===== src/rtl/string_hw_pkg.sv =====
// rtl/string_hw_pkg.sv - shared types and constants for the String_HW CSR block
// Purpose: opcode enum, register word addresses, character width, FSM states.
// Ports: none (package).
package string_hw_pkg;

  localparam int CHAR_W = 8;

  typedef enum logic [2:0] {
    OP_CMP   = 3'd0,
    OP_UPPER = 3'd1,
    OP_LOWER = 3'd2
  } op_e;

  localparam logic [2:0] ADDR_CTRL   = 3'd0;
  localparam logic [2:0] ADDR_A      = 3'd1;
  localparam logic [2:0] ADDR_B      = 3'd2;
  localparam logic [2:0] ADDR_LEN    = 3'd3;
  localparam logic [2:0] ADDR_RESULT = 3'd4;
  localparam logic [2:0] ADDR_IRQ    = 3'd5;

  typedef enum logic [1:0] {
    ST_IDLE    = 2'd0,
    ST_GO      = 2'd1,
    ST_RELEASE = 2'd2
  } state_e;

endpackage


===== src/rtl/string_hw_csr_fsm.sv =====
// rtl/string_hw_csr_fsm.sv - go/done initiator FSM with timeout counter
// Purpose: runs IDLE -> GO -> RELEASE around one accelerator operation.
// Ports:
//   clk, reset     clock, synchronous active-high reset
//   start          valid start request (only honoured in IDLE)
//   acc_done       done from the accelerator
//   limit          last GO count value before timing out (TIMEOUT-1)
//   acc_go         go to the accelerator
//   busy           state != IDLE
//   capture        one-cycle strobe: latch the result now
//   timeout        one-cycle strobe: operation aborted
module string_hw_csr_fsm
  import string_hw_pkg::*;
#(
  parameter int CNT_W = 10
) (
  input  logic             clk,
  input  logic             reset,
  input  logic             start,
  input  logic             acc_done,
  input  logic [CNT_W-1:0] limit,
  output logic             acc_go,
  output logic             busy,
  output logic             capture,
  output logic             timeout
);

  state_e           state_q, state_d;
  logic [CNT_W-1:0] cnt_q, cnt_d;

  always_ff @(posedge clk) begin
    if (reset) begin
      state_q <= ST_IDLE;
      cnt_q   <= '0;
    end else begin
      state_q <= state_d;
      cnt_q   <= cnt_d;
    end
  end

  always_comb begin
    state_d = state_q;
    cnt_d   = cnt_q;
    acc_go  = 1'b0;
    capture = 1'b0;
    timeout = 1'b0;
    case (state_q)
      ST_IDLE: begin
        if (start) begin
          state_d = ST_GO;
          cnt_d   = '0;
        end
      end
      ST_GO: begin
        acc_go = 1'b1;
        cnt_d  = cnt_q + 1'b1;
        // done takes priority over a simultaneous timeout
        if (acc_done) begin
          capture = 1'b1;
          state_d = ST_RELEASE;
        end else if (cnt_q == limit) begin
          timeout = 1'b1;
          state_d = ST_RELEASE;
        end
      end
      ST_RELEASE: begin
        if (!acc_done) state_d = ST_IDLE;
      end
      default: state_d = ST_IDLE;
    endcase
  end

  assign busy = (state_q != ST_IDLE);

endmodule


===== src/rtl/string_hw_csr.sv =====
// rtl/string_hw_csr.sv - Avalon-MM register front end driving one String_HW
// Purpose: latches operands/opcode from CPU writes, runs go/done, captures result.
// Optional feature macro: STRING_HW_CSR_IRQ_EN (IRQ register at address 5, irq port).
// Ports:
//   clk, reset                          clock, synchronous active-high reset
//   address, chipselect, write,
//   writedata, read, readdata           Avalon-MM slave, read latency 1
//   acc_go, acc_index, acc_A, acc_B,
//   acc_lengthA, acc_lengthB            command/operands to the accelerator
//   acc_done, acc_result                response from the accelerator
//   irq                                 interrupt (macro build only)
module string_hw_csr
  import string_hw_pkg::*;
#(
  parameter int MAX_LEN = 2,
  parameter int CHAR_W  = string_hw_pkg::CHAR_W,
  parameter int TIMEOUT = 1024
) (
  input  logic                         clk,
  input  logic                         reset,
  input  logic [2:0]                   address,
  input  logic                         chipselect,
  input  logic                         write,
  input  logic [31:0]                  writedata,
  input  logic                         read,
  output logic [31:0]                  readdata,
  output logic                         acc_go,
  output logic [2:0]                   acc_index,
  output logic [MAX_LEN*CHAR_W-1:0]    acc_A,
  output logic [MAX_LEN*CHAR_W-1:0]    acc_B,
  output logic [$clog2(MAX_LEN+1)-1:0] acc_lengthA,
  output logic [$clog2(MAX_LEN+1)-1:0] acc_lengthB,
  input  logic                         acc_done,
  input  logic [MAX_LEN*CHAR_W-1:0]    acc_result
`ifdef STRING_HW_CSR_IRQ_EN
  ,
  output logic                         irq
`endif
);

  localparam int W     = MAX_LEN * CHAR_W;
  localparam int LW    = $clog2(MAX_LEN + 1);
  localparam int CNT_W = (TIMEOUT > 2) ? $clog2(TIMEOUT) : 1;

  logic [W-1:0]  a_q, b_q, result_q;
  logic [LW-1:0] lena_q, lenb_q;
  logic [2:0]    index_q;
  logic          done_q, timeout_q, bad_op_q;
  logic [31:0]   readdata_q, rdata;

  logic busy, capture, to_strobe;
  logic wr_en, rd_en, idle_wr, ctrl_wr, start_req, start_ok;

  assign wr_en     = chipselect & write;
  assign rd_en     = chipselect & read;
  // operand, LEN and CTRL writes are dropped while an operation is running
  assign idle_wr   = wr_en & ~busy;
  assign ctrl_wr   = idle_wr && (address == ADDR_CTRL);
  assign start_req = ctrl_wr & writedata[0];
  assign start_ok  = start_req && (writedata[3:1] <= 3'(OP_LOWER));

  function automatic logic [LW-1:0] clamp_len(input logic [7:0] v);
    return (v > 8'(MAX_LEN)) ? LW'(MAX_LEN) : v[LW-1:0];
  endfunction

  string_hw_csr_fsm #(.CNT_W(CNT_W)) u_fsm (
    .clk      (clk),
    .reset    (reset),
    .start    (start_ok),
    .acc_done (acc_done),
    .limit    (CNT_W'(TIMEOUT - 1)),
    .acc_go   (acc_go),
    .busy     (busy),
    .capture  (capture),
    .timeout  (to_strobe)
  );

  always_ff @(posedge clk) begin
    if (reset) begin
      a_q        <= '0;
      b_q        <= '0;
      lena_q     <= '0;
      lenb_q     <= '0;
      index_q    <= '0;
      result_q   <= '0;
      done_q     <= 1'b0;
      timeout_q  <= 1'b0;
      bad_op_q   <= 1'b0;
      readdata_q <= '0;
    end else begin
      if (idle_wr && address == ADDR_A) a_q <= writedata[W-1:0];
      if (idle_wr && address == ADDR_B) b_q <= writedata[W-1:0];
      if (idle_wr && address == ADDR_LEN) begin
        lena_q <= clamp_len(writedata[7:0]);
        lenb_q <= clamp_len(writedata[15:8]);
      end
      if (ctrl_wr) index_q <= writedata[3:1];
      if (start_req) begin
        done_q    <= 1'b0;
        timeout_q <= 1'b0;
        bad_op_q  <= ~start_ok;
      end
      // capture/timeout only occur while busy, so they never collide with start_req
      if (capture) begin
        result_q <= acc_result;
        done_q   <= 1'b1;
      end
      if (to_strobe) timeout_q <= 1'b1;
      readdata_q <= rd_en ? rdata : '0;
    end
  end

`ifdef STRING_HW_CSR_IRQ_EN
  logic irq_en_q, irq_q;
  logic irq_wr;

  assign irq_wr = wr_en && (address == ADDR_IRQ);

  always_ff @(posedge clk) begin
    if (reset) begin
      irq_en_q <= 1'b0;
      irq_q    <= 1'b0;
    end else begin
      if (irq_wr) irq_en_q <= writedata[0];
      // set wins over a same-cycle clear
      if ((capture | to_strobe) && irq_en_q) irq_q <= 1'b1;
      else if ((irq_wr && writedata[1]) || start_req) irq_q <= 1'b0;
    end
  end

  assign irq = irq_q;
`endif

  always_comb begin
    rdata = '0;
    case (address)
      ADDR_CTRL:   rdata = {25'b0, index_q, bad_op_q, timeout_q, done_q, busy};
      ADDR_A:      rdata = 32'(a_q);
      ADDR_B:      rdata = 32'(b_q);
      ADDR_LEN:    rdata = {16'b0, 8'(lenb_q), 8'(lena_q)};
      ADDR_RESULT: rdata = 32'(result_q);
`ifdef STRING_HW_CSR_IRQ_EN
      ADDR_IRQ:    rdata = {30'b0, irq_q, irq_en_q};
`endif
      default:     rdata = '0;
    endcase
  end

  // upper writedata bits are only meaningful for some registers
  logic unused_wd;
  assign unused_wd = ^writedata;

  assign readdata    = readdata_q;
  assign acc_index   = index_q;
  assign acc_A       = a_q;
  assign acc_B       = b_q;
  assign acc_lengthA = lena_q;
  assign acc_lengthB = lenb_q;

endmodule


===== config.mk =====
export PLATFORM = sky130hd
export DESIGN_NAME = string_hw_csr
export DESIGN_NICKNAME = d
export VERILOG_FILES = /design/src/rtl/string_hw_pkg.sv /design/src/rtl/string_hw_csr_fsm.sv /design/src/rtl/string_hw_csr.sv
export SDC_FILE = /design/constraint.sdc
export NUM_CORES = 1
export LEC_CHECK = 0
export ABC_AREA = 1
export BUFFER_PORTS_ARGS = -buffer_cell sky130_fd_sc_hd__buf_2
export CELL_PAD_IN_SITES_DETAIL_PLACEMENT = 0
export CELL_PAD_IN_SITES_GLOBAL_PLACEMENT = 1
export CORE_ASPECT_RATIO = 0.6
export CORE_UTILIZATION = 39
export CTS_BUF_LIST = sky130_fd_sc_hd__clkbuf_8
export CTS_CLUSTER_SIZE = 28
export DETAILED_ROUTE_END_ITERATION = 10
export GPL_TIMING_DRIVEN = 0
export PLACE_DENSITY = 0.95
export SYNTH_ARGS = -nofsm -noshare
export SYNTH_HDL_FRONTEND = slang
export SYNTH_SLANG_ARGS = --single-unit

===== constraint.sdc =====
create_clock -name clk -period 3.2 [get_ports clk]
set_clock_uncertainty 0.1 [all_clocks]
set_input_delay 0.48 -clock clk [delete_from_list [all_inputs] [get_ports clk]]
set_output_delay 0.48 -clock clk [all_outputs]
set_load 0.05 [all_outputs]

==> results.json <==
{
  "dr_total_vias": 3835,
  "drive_above_1_share_pct": 24.52,
  "final_max_slew_viol_count": 0,
  "coreArea_um2": 9155,
  "grt_pass1_wl_mm": 17.82,
  "clk_pin_slew_ns": 0.08,
  "dieArea_um2": 9847,
  "synth_warnings": 0,
  "ios": 129,
  "worst_path_largest_cell_delay_ns": 0.42,
  "post-cts-setup-buffer-count": 0,
  "mostFrequentLayoutCells": "103 x buf_2, 86 x dfxtp_1, 76 x nand2_1, 66 x nor2_1",
  "synthArstFlopShare_pct": 0,
  "grt-ovfl-total": 0,
  "via_per_inst": 5.059,
  "antenna_found_initial": 0,
  "setup_tns_ns": 0,
  "maxSlewHeadroom_pct": 61.87,
  "num_antenna_cells": 0,
  "yosysSeqAreaShare_pct": 46.76,
  "synthesis.area_per_instance_um2": 7.335,
  "p_leak_nw": 2.108,
  "insertion_delay_ns": 0.37,
  "die_y_um": 77.27,
  "grt_usage_pct": 24.09,
  "status": "complete, no violations",
  "cts_buffers": 9,
  "power.density_nw_per_um2": 446.4,
  "finalWeightedCongestion": 0.8374,
  "port_buffers": 95,
  "final_antenna_net_count": 0,
  "cts_tree": "yes",
  "ir_worst_vdd_uv": 229.5,
  "crit_slowest_cell": "clkbuf_1",
  "cp.required_ns": 2.62,
  "cp-start-kind": "flop",
  "grt_pass1_vias": 3358,
  "crit_type": "flop to primary output",
  "rsz0062_at_grt": "false",
  "cts_resized": 0,
  "first_pass_iters": 5,
  "hp-class": "input port to flop",
  "crit_path_end_kind": "primary output",
  "layout_commonest_cell": "buf_2",
  "setup_viol_count_final": 0,
  "cts_root_buf": "clkbuf_8",
  "max-cap-violations": 0,
  "drt-initial-drc-count": 399,
  "syn-cell-area_um2": 3682,
  "hold_viol": 0,
  "initial_core_util_pct": 40.22,
  "core.rowCount": 27,
  "crit_chain": "inv_1 > nand2_1 > inv_2 > clkbuf_1 > buf_2",
  "dp_slack_ns": 0.9794,
  "area_growth_pct": 23.85,
  "grt_max_degree": 15,
  "drt_wl_total_mm": 11.48,
  "hold_buffers": 0,
  "htreeDepth": 3,
  "clockBufferDepth": 2,
  "finalCritPeriodShare_pct": 72.39,
  "nets": 681,
  "ys_ff_latch": 86,
  "dpl.hpwl_mm": 8.702,
  "avgRoutedWirePerCell_um": 15.14,
  "fin_ws_ns": 0.8834,
  "die_x_um": 127.4,
  "crit_path_max_fanout": 10,
  "period_needed_ns": 2.317,
  "synthCells": 502,
  "fmax_mhz": 431.7,
  "cts.sinks": 86,
  "ys.flop_type": "dfxtp_1",
  "critPathArrivalTime_ns": 1.74,
  "worst_pin_slew_ns": 0.5720,
  "drc": 0,
  "synth-edff-count": 0,
  "synth.distinct_cells": 32,
  "nFillCells": 900
}
==> flip-flops by register name, indices dropped and copies added (netlist names) <==
| signal | flops |
|---|---|
| u_fsm.cnt_q | 10 |
| u_fsm.state_q | 2 |
| acc_A | 16 |
| done_q | 1 |
| bad_op_q | 1 |
| result_q | 16 |
| readdata | 16 |
| acc_B | 16 |
| timeout_q | 1 |
| acc_index | 3 |
| acc_lengthA | 2 |
| acc_lengthB | 2 |
==> cell type report <==
cell class / count / area, µm² / share of cell area, %
Multi-Input combinational cell: 336 / 1579 / 34.62
Inverter: 55 / 206.4 / 4.527
Clock inverter: 5 / 32.53 / 0.7133
Clock buffer: 11 / 151.4 / 3.320
Timing Repair Buffer: 95 / 475.5 / 10.43
Sequential cell: 86 / 1722 / 37.75
Tap cell: 130 / 162.7 / 3.567
Buffer: 40 / 231.5 / 5.075
==> through the flow <==
| stage | cells | utilization, % | area, µm² | power (mW) | hold WS, ns |
|---|---|---|---|---|---|
| floorplan | 517 | - | 3739 | 1.258 | 0.3245 |
| global placement | 742 | 47.81 | 4377 | 1.328 | 0.3397 |
| detailed placement | 742 | 47.81 | 4377 | 1.330 | 0.3422 |
| CTS | 758 | 49.82 | 4561 | 2.039 | 0.2588 |
| global route | 758 | 49.82 | 4561 | 2.105 | 0.2773 |
| finish | 758 | 49.82 | 4561 | 2.036 | 0.2655 |
==> cells by family after synthesis <==
family                   after synthesis  share of synthesized area, %
flip-flops                            86                         46.75
adder cells (fa/ha/maj)                1                        0.3397
AO/OA/AOI/OAI                        126                         18.25
buffers and inverters                 95                         11.89
AND/OR/NAND/NOR                      193                         22.66
other                                  1                        0.1018
==> routing by layer <==
metal / vias up / global-route usage (%) / share of wire, %
li1: 1850 / - / -
met1: 1790 / 35.77 / 49
met2: 180 / 33.28 / 41
met3: 15 / 7.258 / 9.6
met4: 0 / 5.833 / 1.2
met5: - / 0 / 0
==> worst max-delay path: cells and delay by family (launching register included) <==
kind,cells,cell delay (ns)
buf+inv,4,0.97
simple gates,1,0.09
flops,1,0.31
==> Yosys cell counts, types with 2 or more instances <==
library cell	n	area, µm²
a21o_1	2	15.01
nand2_1	76	285.3
nor3_1	3	15.01
buf_2	8	40.04
buf_4	19	142.6
nor2_1	66	247.7
a41oi_1	2	17.52
inv_1	47	176.4
inv_2	7	26.28
o211ai_1	7	52.55
nand4_1	4	25.02
o21ai_0	39	195.2
a21oi_1	47	235.2
dfxtp_1	86	1722
a31oi_1	3	18.77
nand3_1	32	160.2
o21ai_1	23	115.1
nor2_4	2	22.52
clkbuf_1	13	48.80
nor2_2	3	18.77
nand3b_1	2	15.01
==> worst paths after layout <==
check	startpoint	to	slack, ns	depth (start not counted)
setup / recovery	u_fsm.state_q[1]	acc_go	0.88	5
hold / removal	writedata[10]	acc_B[10]	0.27	3
setup reg to reg	u_fsm.state_q[1]	result_q[13]	1.59	7
hold reg to reg	result_q[6]	result_q[6]	0.36	2
==> where the power goes <==
| group | switching [mW] | total, mW | internal [mW] |
|---|---|---|---|
| logic | 0.162 | 0.219 | 0.0569 |
| registers | 0.00910 | 1.09 | 1.08 |
| clock network | 0.402 | 0.727 | 0.325 |
No activity file was read; power rests on OpenSTA's default activity.
